==> config.mk <==
export PLATFORM = sky130hd
export DESIGN_NAME = unidade_funcional
export DESIGN_NICKNAME = d
export VERILOG_FILES = /design/src/rtl/unidade_funcional.sv
export SDC_FILE = /design/constraint.sdc
export NUM_CORES = 1
export LEC_CHECK = 0
export CORE_ASPECT_RATIO = 0.5
export CORE_MARGIN = 1
export CORE_UTILIZATION = 54
export CTS_CLUSTER_DIAMETER = 120
export CTS_CLUSTER_SIZE = 28
export DETAILED_ROUTE_END_ITERATION = 16
export HOLD_SLACK_MARGIN = 0.02
export PLACE_DENSITY_LB_ADDON = 0.05
export SYNTH_ARGS = -nofsm -noshare
export SYNTH_HDL_FRONTEND = slang
export SYNTH_SLANG_ARGS = --single-unit
export TNS_END_PERCENT = 30
==> constraint.sdc <==
create_clock -name Clock -period 6 [get_ports Clock]
set_input_delay 0.9 -clock Clock [delete_from_list [all_inputs] [get_ports Clock]]
set_output_delay 0.9 -clock Clock [all_outputs]
set_load 0.02 [all_outputs]
==> src/rtl/unidade_funcional.sv <==
// -----------------------------------------------------------------------------
// unidade_funcional
// Adder-class functional unit of the Tomasulo core. It takes one issued
// instruction from the adder reservation station and reads both source
// operands from R1..R7. The result is computed over a fixed latency. When the
// operation finishes, done pulses for one cycle together with the result, the
// instruction word and the RS-line tag.
//
// Parameters
//   WIDTH    data / instruction width (instruction fields assume 16 bits)
//   LATENCY  cycles from the accept edge to the done edge, 1..15
//
// Ports
//   Clock        system clock, rising edge
//   Reset        asynchronous, active-high reset
//   R1..R7       architectural register values (R0 reads as zero)
//   instruction  issued instruction: [3:0] opcode, [6:4] Rx, [9:7] Ry,
//                [12:10] Rz, [15:10] imm6 for ld/sd
//   enable       issue strobe for instruction/tagIn
//   tagIn        RS line of the issued instruction
//   tagOut       RS line of the completed instruction
//   done         one-cycle completion pulse
//   doneInst     completed instruction word
//   dout         result
//   disponivel   unit idle, an issue is accepted this cycle
//   ovf          signed overflow of add/sub (only with UF_OVERFLOW_EN)
//
// Optional feature macro: UF_OVERFLOW_EN adds the ovf output.
// -----------------------------------------------------------------------------
module unidade_funcional #(
    parameter int WIDTH   = 16,
    parameter int LATENCY = 2
) (
    input  logic             Clock,
    input  logic             Reset,
    input  logic [WIDTH-1:0] R1,
    input  logic [WIDTH-1:0] R2,
    input  logic [WIDTH-1:0] R3,
    input  logic [WIDTH-1:0] R4,
    input  logic [WIDTH-1:0] R5,
    input  logic [WIDTH-1:0] R6,
    input  logic [WIDTH-1:0] R7,
    input  logic [WIDTH-1:0] instruction,
    input  logic             enable,
    input  logic [2:0]       tagIn,
    output logic [2:0]       tagOut,
    output logic             done,
    output logic [WIDTH-1:0] doneInst,
    output logic [WIDTH-1:0] dout,
    output logic             disponivel
`ifdef UF_OVERFLOW_EN
   ,output logic             ovf
`endif
);

    localparam logic [3:0] OP_ADD = 4'b0000;
    localparam logic [3:0] OP_SUB = 4'b0001;
    localparam logic [3:0] OP_AND = 4'b0100;

    // Result of the latched operation. An unknown opcode is treated as
    // ld/sd address generation: the base is Ry and the offset is imm6,
    // sign-extended to the full width.
    function automatic logic [WIDTH-1:0] alu_result(
        input logic [3:0]       op,
        input logic [WIDTH-1:0] x,
        input logic [WIDTH-1:0] y,
        input logic [5:0]       imm
    );
        logic [WIDTH-1:0] r;
        case (op)
            OP_ADD:  r = y + x;
            OP_SUB:  r = y - x;
            OP_AND:  r = y & x;
            default: r = y + {{(WIDTH-6){imm[5]}}, imm};
        endcase
        return r;
    endfunction

`ifdef UF_OVERFLOW_EN
    // Signed two's-complement overflow. For a sum, the operands have the
    // same sign but the result sign differs. For a difference (y - x), the
    // operands have different signs and the result sign differs from y.
    function automatic logic alu_ovf(
        input logic [3:0]       op,
        input logic [WIDTH-1:0] x,
        input logic [WIDTH-1:0] y,
        input logic [WIDTH-1:0] r
    );
        logic v;
        case (op)
            OP_ADD:  v = (x[WIDTH-1] == y[WIDTH-1]) && (r[WIDTH-1] != y[WIDTH-1]);
            OP_SUB:  v = (x[WIDTH-1] != y[WIDTH-1]) && (r[WIDTH-1] != y[WIDTH-1]);
            default: v = 1'b0;
        endcase
        return v;
    endfunction
`endif

    logic [WIDTH-1:0] op_x_s;
    logic [WIDTH-1:0] op_y_s;
    logic [WIDTH-1:0] result_s;

    logic             busy_r;
    logic [3:0]       count_r;
    logic [WIDTH-1:0] inst_r;
    logic [2:0]       tag_r;
    logic [WIDTH-1:0] opx_r;
    logic [WIDTH-1:0] opy_r;
    logic             done_r;
    logic [WIDTH-1:0] dout_r;
    logic [WIDTH-1:0] done_inst_r;
    logic [2:0]       tag_out_r;
`ifdef UF_OVERFLOW_EN
    logic             ovf_r;
`endif

    // Rx operand mux (select 0 is the hard-wired zero register).
    always_comb begin
        op_x_s = '0;
        case (instruction[6:4])
            3'd1:    op_x_s = R1;
            3'd2:    op_x_s = R2;
            3'd3:    op_x_s = R3;
            3'd4:    op_x_s = R4;
            3'd5:    op_x_s = R5;
            3'd6:    op_x_s = R6;
            3'd7:    op_x_s = R7;
            default: op_x_s = '0;
        endcase
    end

    // Ry operand mux (select 0 is the hard-wired zero register).
    always_comb begin
        op_y_s = '0;
        case (instruction[9:7])
            3'd1:    op_y_s = R1;
            3'd2:    op_y_s = R2;
            3'd3:    op_y_s = R3;
            3'd4:    op_y_s = R4;
            3'd5:    op_y_s = R5;
            3'd6:    op_y_s = R6;
            3'd7:    op_y_s = R7;
            default: op_y_s = '0;
        endcase
    end

    // Result of the in-flight operation, computed from the captured operands.
    always_comb begin
        result_s = alu_result(inst_r[3:0], opx_r, opy_r, inst_r[15:10]);
    end

    // Issue, countdown and completion. The unit accepts a new issue only when
    // idle, so an enable while busy is simply dropped.
    always_ff @(posedge Clock or posedge Reset) begin
        if (Reset) begin
            busy_r      <= 1'b0;
            count_r     <= 4'd0;
            inst_r      <= '0;
            tag_r       <= 3'd0;
            opx_r       <= '0;
            opy_r       <= '0;
            done_r      <= 1'b0;
            dout_r      <= '0;
            done_inst_r <= '0;
            tag_out_r   <= 3'd0;
`ifdef UF_OVERFLOW_EN
            ovf_r       <= 1'b0;
`endif
        end else begin
            done_r <= 1'b0;
            if (!busy_r) begin
                if (enable) begin
                    busy_r  <= 1'b1;
                    count_r <= 4'(LATENCY);
                    inst_r  <= instruction;
                    tag_r   <= tagIn;
                    opx_r   <= op_x_s;
                    opy_r   <= op_y_s;
                end else begin
                    count_r <= 4'd0;
                end
            end else if (count_r == 4'd1) begin
                // The count expires on this edge: publish the result and free
                // the unit, so that the next issue is taken at the following edge.
                busy_r      <= 1'b0;
                count_r     <= 4'd0;
                done_r      <= 1'b1;
                dout_r      <= result_s;
                done_inst_r <= inst_r;
                tag_out_r   <= tag_r;
`ifdef UF_OVERFLOW_EN
                ovf_r       <= alu_ovf(inst_r[3:0], opx_r, opy_r, result_s);
`endif
            end else begin
                count_r <= count_r - 4'd1;
            end
        end
    end

    assign disponivel = ~busy_r;
    assign done       = done_r;
    assign dout       = dout_r;
    assign doneInst   = done_inst_r;
    assign tagOut     = tag_out_r;
`ifdef UF_OVERFLOW_EN
    assign ovf        = ovf_r;
`endif

endmodule

==> results of run 1 <==
## final timing paths
path                              start      endpoint  slack, ns
hold reg to reg            doneInst[14]  doneInst[14]       0.47
min in group asynchronous         Reset    count_r[0]       0.98
setup reg to reg             inst_r[10]       dout[9]       2.52
setup / recovery             inst_r[10]       dout[9]       2.52
max in group asynchronous         Reset      opx_r[0]       3.93
hold / removal             doneInst[14]  doneInst[14]       0.47
## power by group through the flow
stage	Combinational (W)	Sequential, W	Clock (W)
finish	0.00280	0.00124	0.000584
global route	0.00312	0.00127	0.000616
CTS	0.00278	0.00123	0.000593
detailed placement	0.00275	0.00124	0
global placement	0.00271	0.00122	0
floorplan	0.00189	0.00125	0
## cell families after synthesis
| family | synth area share (%) |
|---|---|
| adder cells (fa/ha/maj) | 4.41 |
| flip-flops | 34.4 |
| AND/OR/NAND/NOR | 18.6 |
| multiplexers | 15.2 |
| AO/OA/AOI/OAI | 20.4 |
| buffers and inverters | 4.01 |
| XOR/XNOR | 2.99 |
## area by class of cell
class / instances / area (um^2) / share of cell area (%)
Clock inverter: 7 / 81.3 / 0.925
Inverter: 18 / 68.8 / 0.783
Sequential cell: 92 / 2300 / 26.2
Multi-Input combinational cell: 619 / 4140 / 47.1
Clock buffer: 9 / 225 / 2.56
Timing Repair Buffer: 181 / 1760 / 20.1
Tap cell: 165 / 206 / 2.35
## per-layer routing
layer  vias to the layer above  routed length [um]  GRT usage [%]
li1                       3109                   -              -
met5                         -                   0              0
met3                        32                1880           8.89
met4                         0                 326           7.21
met2                       298                8380           46.7
met1                      3147                9620           46.5
## metrics by stage
stage / instances / hold slack, ns / worst slack, ns / util, % / instance area, um^2
3_3_place_gp: 1075 / 0.448 / 2.72 / 71.0 / 8480
5_1_grt: 1091 / 0.493 / 2.37 / 73.6 / 8790
4_1_cts: 1091 / 0.479 / 2.60 / 73.6 / 8790
2_1_floorplan: 781 / 0.439 / 2.71 / - / 6700
6_report: 1091 / 0.474 / 2.52 / 73.6 / 8790
3_5_place_dp: 1075 / 0.459 / 2.69 / 71.0 / 8480
## placed cells by master (no fill, tap or decap), types with 6 or more instances in the layout
cell and n:
clkdlybuf4s50_1 166, nand2_1 161, dfrtp_1 92, a21oi_1 80, o21ai_0 55, nor2_1 46
mux2i_1 32, mux4_2 26, a211oi_1 23, ha_1 22, nand3_1 20, inv_1 16
a31oi_1 16, nor3_1 14, xor2_1 11, buf_4 11, mux2_2 10, xnor2_1 10
clkbuf_16 9, o22ai_1 8, a22o_1 6
## registers in the layout, summed over array words and instances, names as in the netlist
| signal | flops |
|---|---|
| inst_r | 16 |
| count_r | 4 |
| doneInst | 16 |
| busy_r | 1 |
| done | 1 |
| tag_r | 3 |
| dout | 16 |
| opy_r | 16 |
| tagOut | 3 |
| opx_r | 16 |
## worst max-delay path: stages (launching register included)
cell,delay [ns]
dfrtp_1,0.40
inv_1,0.14
ha_1,0.20
nand2_1,0.09
nor2_1,0.19
nand2_1,0.09
ha_1,0.27
nand2_1,0.06
o21ai_0,0.10
ha_1,0.38
a21o_1,0.19
a31o_2,0.22
a31oi_1,0.24
o21ai_0,0.17
xor2_1,0.17
a21oi_1,0.28
o21ai_0,0.13
==> flow_metrics.env, run 1 <==
export IMPL_vias=6586
export IMPL_crit_required_ns=6.21
export IMPL_min_period_over_period_pct=58.0
export IMPL_grt_setup_unrepaired="no"
export IMPL_area_growth_pct=31.2
export IMPL_via_per_inst=6.04
export IMPL_grt_pass1_wl_um=31700
export IMPL_clk_latency_ns=0.35
export IMPL_p_total_w=0.00463
export IMPL_clock_fmax_mhz=288
export IMPL_timing_setup_tns_ns=0
export IMPL_ys_seq_area_share_pct=34.4
export IMPL_synthArstFlopShare_pct=100
export IMPL_path_max_fanout=6
export IMPL_htreeDepth=3
export IMPL_crit_type="register to register"
export IMPL_synth_avg_cell_area_um2=8.58
export IMPL_clockBufferDepth=2
export IMPL_fin_skew_ns=0.00761
export IMPL_status="completed"
export IMPL_arrival_ns=3.69
export IMPL_sw_frac_of_total_pct=46.5
export IMPL_grt_pass1_vias=6067
export IMPL_clkSlewWorstSetupHoldPaths_ns=0.07
export IMPL_fp_dieW_um=160
export IMPL_clkSinkCount=92
export IMPL_dr_pass1_iters=7
export IMPL_clockRootBuffer="clkbuf_16"
export IMPL_synth_most_common_cell="nand2_1"
export IMPL_gp_congestion=0.983
export IMPL_track_usage_pct=31.8
export IMPL_die_h_um=80.8
export IMPL_cts_resized=0
export IMPL_synth_common_cells="nand2_1 (161), dfrtp_1 (92), a21oi_1 (80)"
export IMPL_max_cap_viol_count=0
export IMPL_combPwrFrac_pct=60.6
export IMPL_clkPwrFrac_pct=12.6
export IMPL_initial_utilization_pct=56.1
export IMPL_min_period_ns=3.48
export IMPL_drcViolationCount=0
export IMPL_drv_slew=0
export IMPL_ys_types=62
export IMPL_antenna_left=0
export IMPL_p_seq_share_pct=26.8
export IMPL_ys_warnings_count=0
export IMPL_power_switching_w=0.00215
export IMPL_power_density_nw_per_um2=526
export IMPL_antenna_found_initial=0
export IMPL_fill_cells=949
export IMPL_setup_viol=0
export IMPL_grt_overflow_total=0
export IMPL_worst_pin_slew_ns=1.13
export IMPL_grt_max_degree=51
export IMPL_hpwlAfterDp_um=14900
export IMPL_crit_path_start_kind="register"
export IMPL_wirelength_um=20200
export IMPL_end_kind="register"
export IMPL_cts_tree="built"
export IMPL_synthTopCellsByArea="dfrtp_1 (34%), nand2_1 (9.0%), mux4_2 (8.7%), a21oi_1 (6.0%), mux2i_1 (4.8%)"
export IMPL_syn_cell_area_um2=6700
export IMPL_nets=1078
export IMPL_synth_edf_count=0
export IMPL_ir_worst_vdd_mv=0.311
export IMPL_p_leak_nw=3.75
export IMPL_synthDominantCellAreaShare_pct=34.4
export IMPL_power_internal_w=0.00247
export IMPL_cts_buffers=9
export IMPL_wl_per_cell_um=18.5
export IMPL_num_rows=28
export IMPL_postCtsSetupBuffers=0
export IMPL_drtIter0Drc=721
export IMPL_r2r_cells=16
export IMPL_die_area_um2=12900
export IMPL_drive_gt1_share_pct=9.18
export IMPL_antenna_cells=0
export IMPL_synth_seq_cells=92
export IMPL_boundaryPins=171
export IMPL_max_slew_margin_pct=24.8
export IMPL_synth_largest_area_cell="dfrtp_1"
export IMPL_coreArea_um2=11900
export IMPL_final_hold_violation_count=0
export IMPL_syn_nets=938
export IMPL_port_buffers=170
export IMPL_netlist_instances=781
export IMPL_synth_main_ff_cell="dfrtp_1"
export IMPL_whs_path_depth=2
export IMPL_postCtsHoldBufs=0
export IMPL_worstHoldPathType="register to register"
(Power assumes the default switching activity.)
==> run 2: changes to the inputs <==
--- a/config.mk
+++ b/config.mk
@@ -7,7 +7,7 @@
 export LEC_CHECK = 0
 export CORE_ASPECT_RATIO = 0.5
 export CORE_MARGIN = 1
-export CORE_UTILIZATION = 54
+export CORE_UTILIZATION = 45
 export CTS_CLUSTER_DIAMETER = 120
 export CTS_CLUSTER_SIZE = 28
 export DETAILED_ROUTE_END_ITERATION = 16
==> constraint.sdc (replaced) <==
create_clock -name Clock -period 2.93 [get_ports Clock]
set_input_delay 0.4395 -clock Clock [delete_from_list [all_inputs] [get_ports Clock]]
set_output_delay 0.4395 -clock Clock [all_outputs]
set_load 0.02 [all_outputs]
==> flow_metrics.env, run 2 (same netlist as run 1, synthesis figures left out) <==
export IMPL_status="finished, violations left"
export IMPL_violations="DRC, setup timing"
export IMPL_min_period_over_period_pct=100
export IMPL_drv_slew=0
export IMPL_hp_start="instruction[9]"
export IMPL_path_max_fanout=4
export IMPL_grt_pass1_vias=6409
export IMPL_antenna_left=0
export IMPL_vias=6726
export IMPL_hold_ws_ns=0.434
export IMPL_met3_length_um=1640
export IMPL_worst_pin_slew_ns=0.668
export IMPL_hpwlAfterDp_um=16900
export IMPL_crit_path_start_kind="register"
export IMPL_regToRegSetupSlack_ns=-0.0002
export IMPL_fill_cells=1198
export IMPL_clk_latency_ns=0.34
export IMPL_drcViolationCount=2
export IMPL_pre_cts_ws_ns=-0.0842
export IMPL_cts_tree="built"
export IMPL_gp_congestion=0.928
export IMPL_clkSinkCount=92
export IMPL_crit_type="register to register"
export IMPL_clockBufferDepth=2
export IMPL_met1_length_um=11000
export IMPL_dp_cells=1174
export IMPL_slowest_stage="or4_4"
export IMPL_track_usage_pct=28.9
export IMPL_worstHoldPathType="input pin to register"
export IMPL_cts_buffers=9
export IMPL_initial_utilization_pct=46.2
export IMPL_crit_start="opx_r[9]"
export IMPL_htreeDepth=3
export IMPL_fp_dieW_um=175
export IMPL_drive_gt1_share_pct=19.1
export IMPL_num_rows=31
export IMPL_via_per_inst=5.61
export IMPL_fin_ws_ns=-0.000237
export IMPL_fin_util_pct=66.4
export IMPL_area_growth_pct=43.7
export IMPL_coreArea_um2=14500
export IMPL_route_met2_wl_um=9170
export IMPL_p_leak_nw=4.17
export IMPL_final_common_cell="clkdlybuf4s50_1"
export IMPL_final_cell_mix="clkdlybuf4s50_1 (166), nand2_1 (159), dfrtp_1 (90)"
export IMPL_cp_slowest_stage_delay_ns=0.55
export IMPL_antenna_found_initial=0
export IMPL_nets=1152
export IMPL_max_slew_margin_pct=55.4
export IMPL_arrival_ns=3.16
export IMPL_cpLargestDelayFamily="compound AO/OA/AOI/OAI gates"
export IMPL_boundaryPins=171
export IMPL_grt_pass1_wl_um=34200
export IMPL_grt_setup_unrepaired="yes"
export IMPL_clock_fmax_mhz=341
export IMPL_grt_max_degree=50
export IMPL_ir_worst_vdd_mv=0.690
export IMPL_min_period_ns=2.93
export IMPL_timing_setup_tns_ns=-0.000237
export IMPL_final_hold_violation_count=0
export IMPL_die_area_um2=15400
export IMPL_max_cap_viol_count=0
export IMPL_die_h_um=88.3
export IMPL_fin_skew_ns=0.00678
export IMPL_grt_overflow_total=0
export IMPL_wirelength_um=22000
export IMPL_end_kind="register"
export IMPL_port_buffers=170
export IMPL_antenna_cells=0
export IMPL_setup_viol=1
export IMPL_r2r_start="opx_r[9]"
export IMPL_clockRootBuffer="clkbuf_16"
export IMPL_power_density_nw_per_um2=1190
export IMPL_instances_no_fill=1198
export IMPL_multiInputGateArea_um2=4330
export IMPL_regArea_um2=2300
export IMPL_crit_required_ns=3.16
export IMPL_clkSlewWorstSetupHoldPaths_ns=0.07
export IMPL_drtIter0Drc=506
export IMPL_dr_pass1_iters=11
export IMPL_path_cells="or4_4 -> nor3_2 -> a31oi_2 -> xor2_1 -> a21oi_2 -> ha_1 -> a21o_1 -> o21ba_4 -> o21a_1 -> nor2_1 -> a31oi_1 -> a31o_1 -> a21oi_1"
export IMPL_wl_per_cell_um=18.4
export IMPL_highest_layer="met4"
export IMPL_cp_num_buf_inv=0
export IMPL_postCtsHoldBufs=0
run 2: changes by cell type in the layout (fill, tap and decap cells not counted), sizes merged:
cell,previous run,this run
clkbuf,9,11
inv,20,18
buf,15,89
clkinvlp,3,1
clkinv,1,3
run 2: power by group:
group,internal (W),switching (W),total [W]
combinational,0.00376,0.00403,0.00778
sequential,0.00187,0.000543,0.00241
clock,0.000709,0.000505,0.00121
total,0.00634,0.00508,0.0114
run 2: timing repair:
| action | CTS | global route |
|---|---|---|
| pin swaps | 6 | 26 |
| gates resized for setup | 8 | 37 |
| setup buffers | 2 | 7 |
| endpoints found under the setup margin | 7 | 8 |
run 2: final timing paths:
kind / to / cells after the start
hold reg to reg: tagOut[2] / 2
min in group asynchronous: tagOut[2] / 2
setup / recovery: dout[13] / 13
max in group asynchronous: opx_r[2] / 3
setup reg to reg: dout[13] / 13
hold / removal: inst_r[9] / 3
run 2: tightest hold or removal path, stage by stage:
cell and delay (ns):
buf_2 0.16, nand2_1 0.08, nand2_1 0.05
run 2: per-layer routing:
metal | global-route usage [%] | vias up
li1 | - | 3264
met1 | 43.4 | 3222
met2 | 42.2 | 222
met3 | 6.79 | 18
met4 | 6.09 | 0
met5 | 0 | -
run 2: area by class of cell:
class | count | share of cell area, %
tap | 198 | 2.57
timing repair buffer | 255 | 24.5
clock buffer | 11 | 2.63
sequential | 92 | 23.9
clock inverter | 5 | 0.624
inverter | 18 | 0.728
multi-input combinational | 619 | 45.0
run 2: per-stage QoR:
| stage | total power (W) | area (um^2) |
|---|---|---|
| after floorplan | 0.00645 | 6710 |
| after global placement | 0.00929 | 9070 |
| after detailed placement | 0.00930 | 9070 |
| after CTS | 0.0107 | 9430 |
| after global routing | 0.0123 | 9630 |
| final | 0.0114 | 9630 |
==> run 3: changes to the inputs <==
--- a/config.mk
+++ b/config.mk
@@ -13,6 +13,7 @@
 export DETAILED_ROUTE_END_ITERATION = 16
 export HOLD_SLACK_MARGIN = 0.02
 export PLACE_DENSITY_LB_ADDON = 0.05
+export SETUP_SLACK_MARGIN = 0.1
 export SYNTH_ARGS = -nofsm -noshare
 export SYNTH_HDL_FRONTEND = slang
 export SYNTH_SLANG_ARGS = --single-unit
==> flow_metrics.env, run 3 (same netlist as run 1, synthesis figures left out) <==
export IMPL_final_common_cell="clkdlybuf4s50_1"
export IMPL_instances_no_fill=1206
export IMPL_final_cell_mix="clkdlybuf4s50_1 (166), nand2_1 (160), buf_4 (92)"
export IMPL_antenna_left=0
export IMPL_die_area_um2=15400
export IMPL_grt_max_degree=93
export IMPL_max_cap_viol_count=0
export IMPL_whs_path_depth=2
export IMPL_die_h_um=88.3
export IMPL_clock_fmax_mhz=349
export IMPL_power_density_nw_per_um2=1190
export IMPL_dr_pass1_iters=11
export IMPL_cts_tree="built"
export IMPL_antenna_cells=0
export IMPL_fp_dieW_um=175
export IMPL_grt_overflow_total=0
export IMPL_drv_slew=0
export IMPL_wirelength_um=21900
export IMPL_area_growth_pct=44.6
export IMPL_arrival_ns=3.08
export IMPL_grt_setup_unrepaired="yes"
export IMPL_hp_start="doneInst[12]"
export IMPL_via_per_inst=5.60
export IMPL_end_kind="register"
export IMPL_ir_worst_vdd_mv=0.559
export IMPL_grt_pass1_vias=6287
export IMPL_regToRegSetupSlack_ns=0.06
export IMPL_final_hold_violation_count=0
export IMPL_postCtsHoldBufs=0
export IMPL_cts_buffers=9
export IMPL_r2r_start="inst_r[11]"
export IMPL_max_slew_margin_pct=57.2
export IMPL_clkSlewWorstSetupHoldPaths_ns=0.06
export IMPL_crit_required_ns=3.15
export IMPL_clkSinkCount=92
export IMPL_grt_pass1_wl_um=34100
export IMPL_min_period_ns=2.87
export IMPL_min_period_over_period_pct=97.8
export IMPL_initial_utilization_pct=46.2
export IMPL_drtIter0Drc=562
export IMPL_htreeDepth=3
export IMPL_nets=1162
export IMPL_coreArea_um2=14500
export IMPL_vias=6752
export IMPL_worst_pin_slew_ns=0.641
export IMPL_track_usage_pct=28.7
export IMPL_crit_start="inst_r[11]"
export IMPL_p_leak_nw=4.22
export IMPL_violations="DRC"
export IMPL_path_max_fanout=4
export IMPL_pre_cts_ws_ns=-0.100
export IMPL_boundaryPins=171
export IMPL_p_total_w=0.0115
export IMPL_drcViolationCount=2
export IMPL_setup_viol=0
export IMPL_drive_gt1_share_pct=20.0
export IMPL_clk_latency_ns=0.34
export IMPL_clockBufferDepth=2
export IMPL_fin_ws_ns=0.0650
export IMPL_gp_congestion=0.899
export IMPL_fin_util_pct=66.8
export IMPL_hpwlAfterDp_um=16500
export IMPL_fin_skew_ns=0.00509
export IMPL_worstHoldPathType="register to register"
export IMPL_antenna_found_initial=1
export IMPL_wl_per_cell_um=18.1
export IMPL_timing_setup_tns_ns=0
export IMPL_status="finished, violations left"
export IMPL_whs_endpoint="doneInst[12]"
export IMPL_crit_path_start_kind="register"
export IMPL_dp_cells=1171
export IMPL_reg2reg_to="dout[15]"
export IMPL_clockRootBuffer="clkbuf_16"
export IMPL_crit_type="register to register"
export IMPL_r2r_cells=16
export IMPL_num_rows=31
export IMPL_port_buffers=170
## run 3: changes by cell type in the layout (fill, tap and decap cells not counted), moves of 2 or more
| cell | previous run | this run |
|---|---|---|
| bufinv_16 | 1 | 3 |
| a21oi_2 | 5 | 8 |
| ha_1 | 20 | 18 |
| a31o_4 | 2 | 0 |
| buf_4 | 81 | 92 |
| nand2_2 | 2 | 0 |
| a21oi_1 | 74 | 72 |
| nand3_2 | 0 | 2 |
## run 3: per-layer routing
metal	track usage (%)	vias to the layer above	part of all wire (%)
met5	0	-	0.059
met1	43.1	3201	49
met3	7.30	16	8.9
met2	42.3	258	42
li1	-	3275	-
met4	4.51	2	0.60
## run 3: metrics by stage
| step | instance area, um^2 | hold slack [ns] |
|---|---|---|
| after global routing | 9690 | 0.481 |
| after floorplan | 6730 | 0.439 |
| after CTS | 9570 | 0.473 |
| after detailed placement | 9050 | 0.460 |
| final | 9690 | 0.472 |
| after global placement | 9050 | 0.449 |
## run 3: repair_timing
item / 4_1_cts / 5_1_grt
pin swaps: 16 / 20
setup buffers: 12 / 9
endpoints found under the setup margin: 9 / 9
gates resized for setup: 24 / 17
## run 3: critical path: stages, from the launching register on
cell	delay, ns
dfrtp_1	0.39
inv_2	0.09
ha_4	0.15
nand2_4	0.06
nor2_4	0.11
nand2_1	0.06
ha_1	0.29
nand2_1	0.06
o21ai_1	0.06
ha_1	0.32
a21o_1	0.17
a31o_2	0.23
a31o_1	0.22
buf_4	0.14
a21oi_2	0.16
a2111oi_2	0.05
nand3b_1	0.18
## run 3: power by group
part / total (W) / switching (W) / internal (W)
Sequential: 0.00242 / 0.000548 / 0.00187
Combinational: 0.00780 / 0.00393 / 0.00387
Clock: 0.00132 / 0.000475 / 0.000849
Total: 0.0115 / 0.00495 / 0.00659
## run 3: worst max-delay path by stage
stage / cells after the start / endpoint
after global routing: 14 / dout[13]
after floorplan: 13 / dout[14]
final: 16 / dout[15]
after CTS: 13 / dout[15]
after detailed placement: 16 / dout[9]
after global placement: 13 / dout[13]
## run 3: area by class of cell
type	count	area, um^2
clock buffer	10	239
fill	1203	4810
inverter	18	71.3
tap	198	248
sequential	92	2310
timing repair buffer	265	2430
multi-input combinational	619	4300
clock inverter	4	98.8
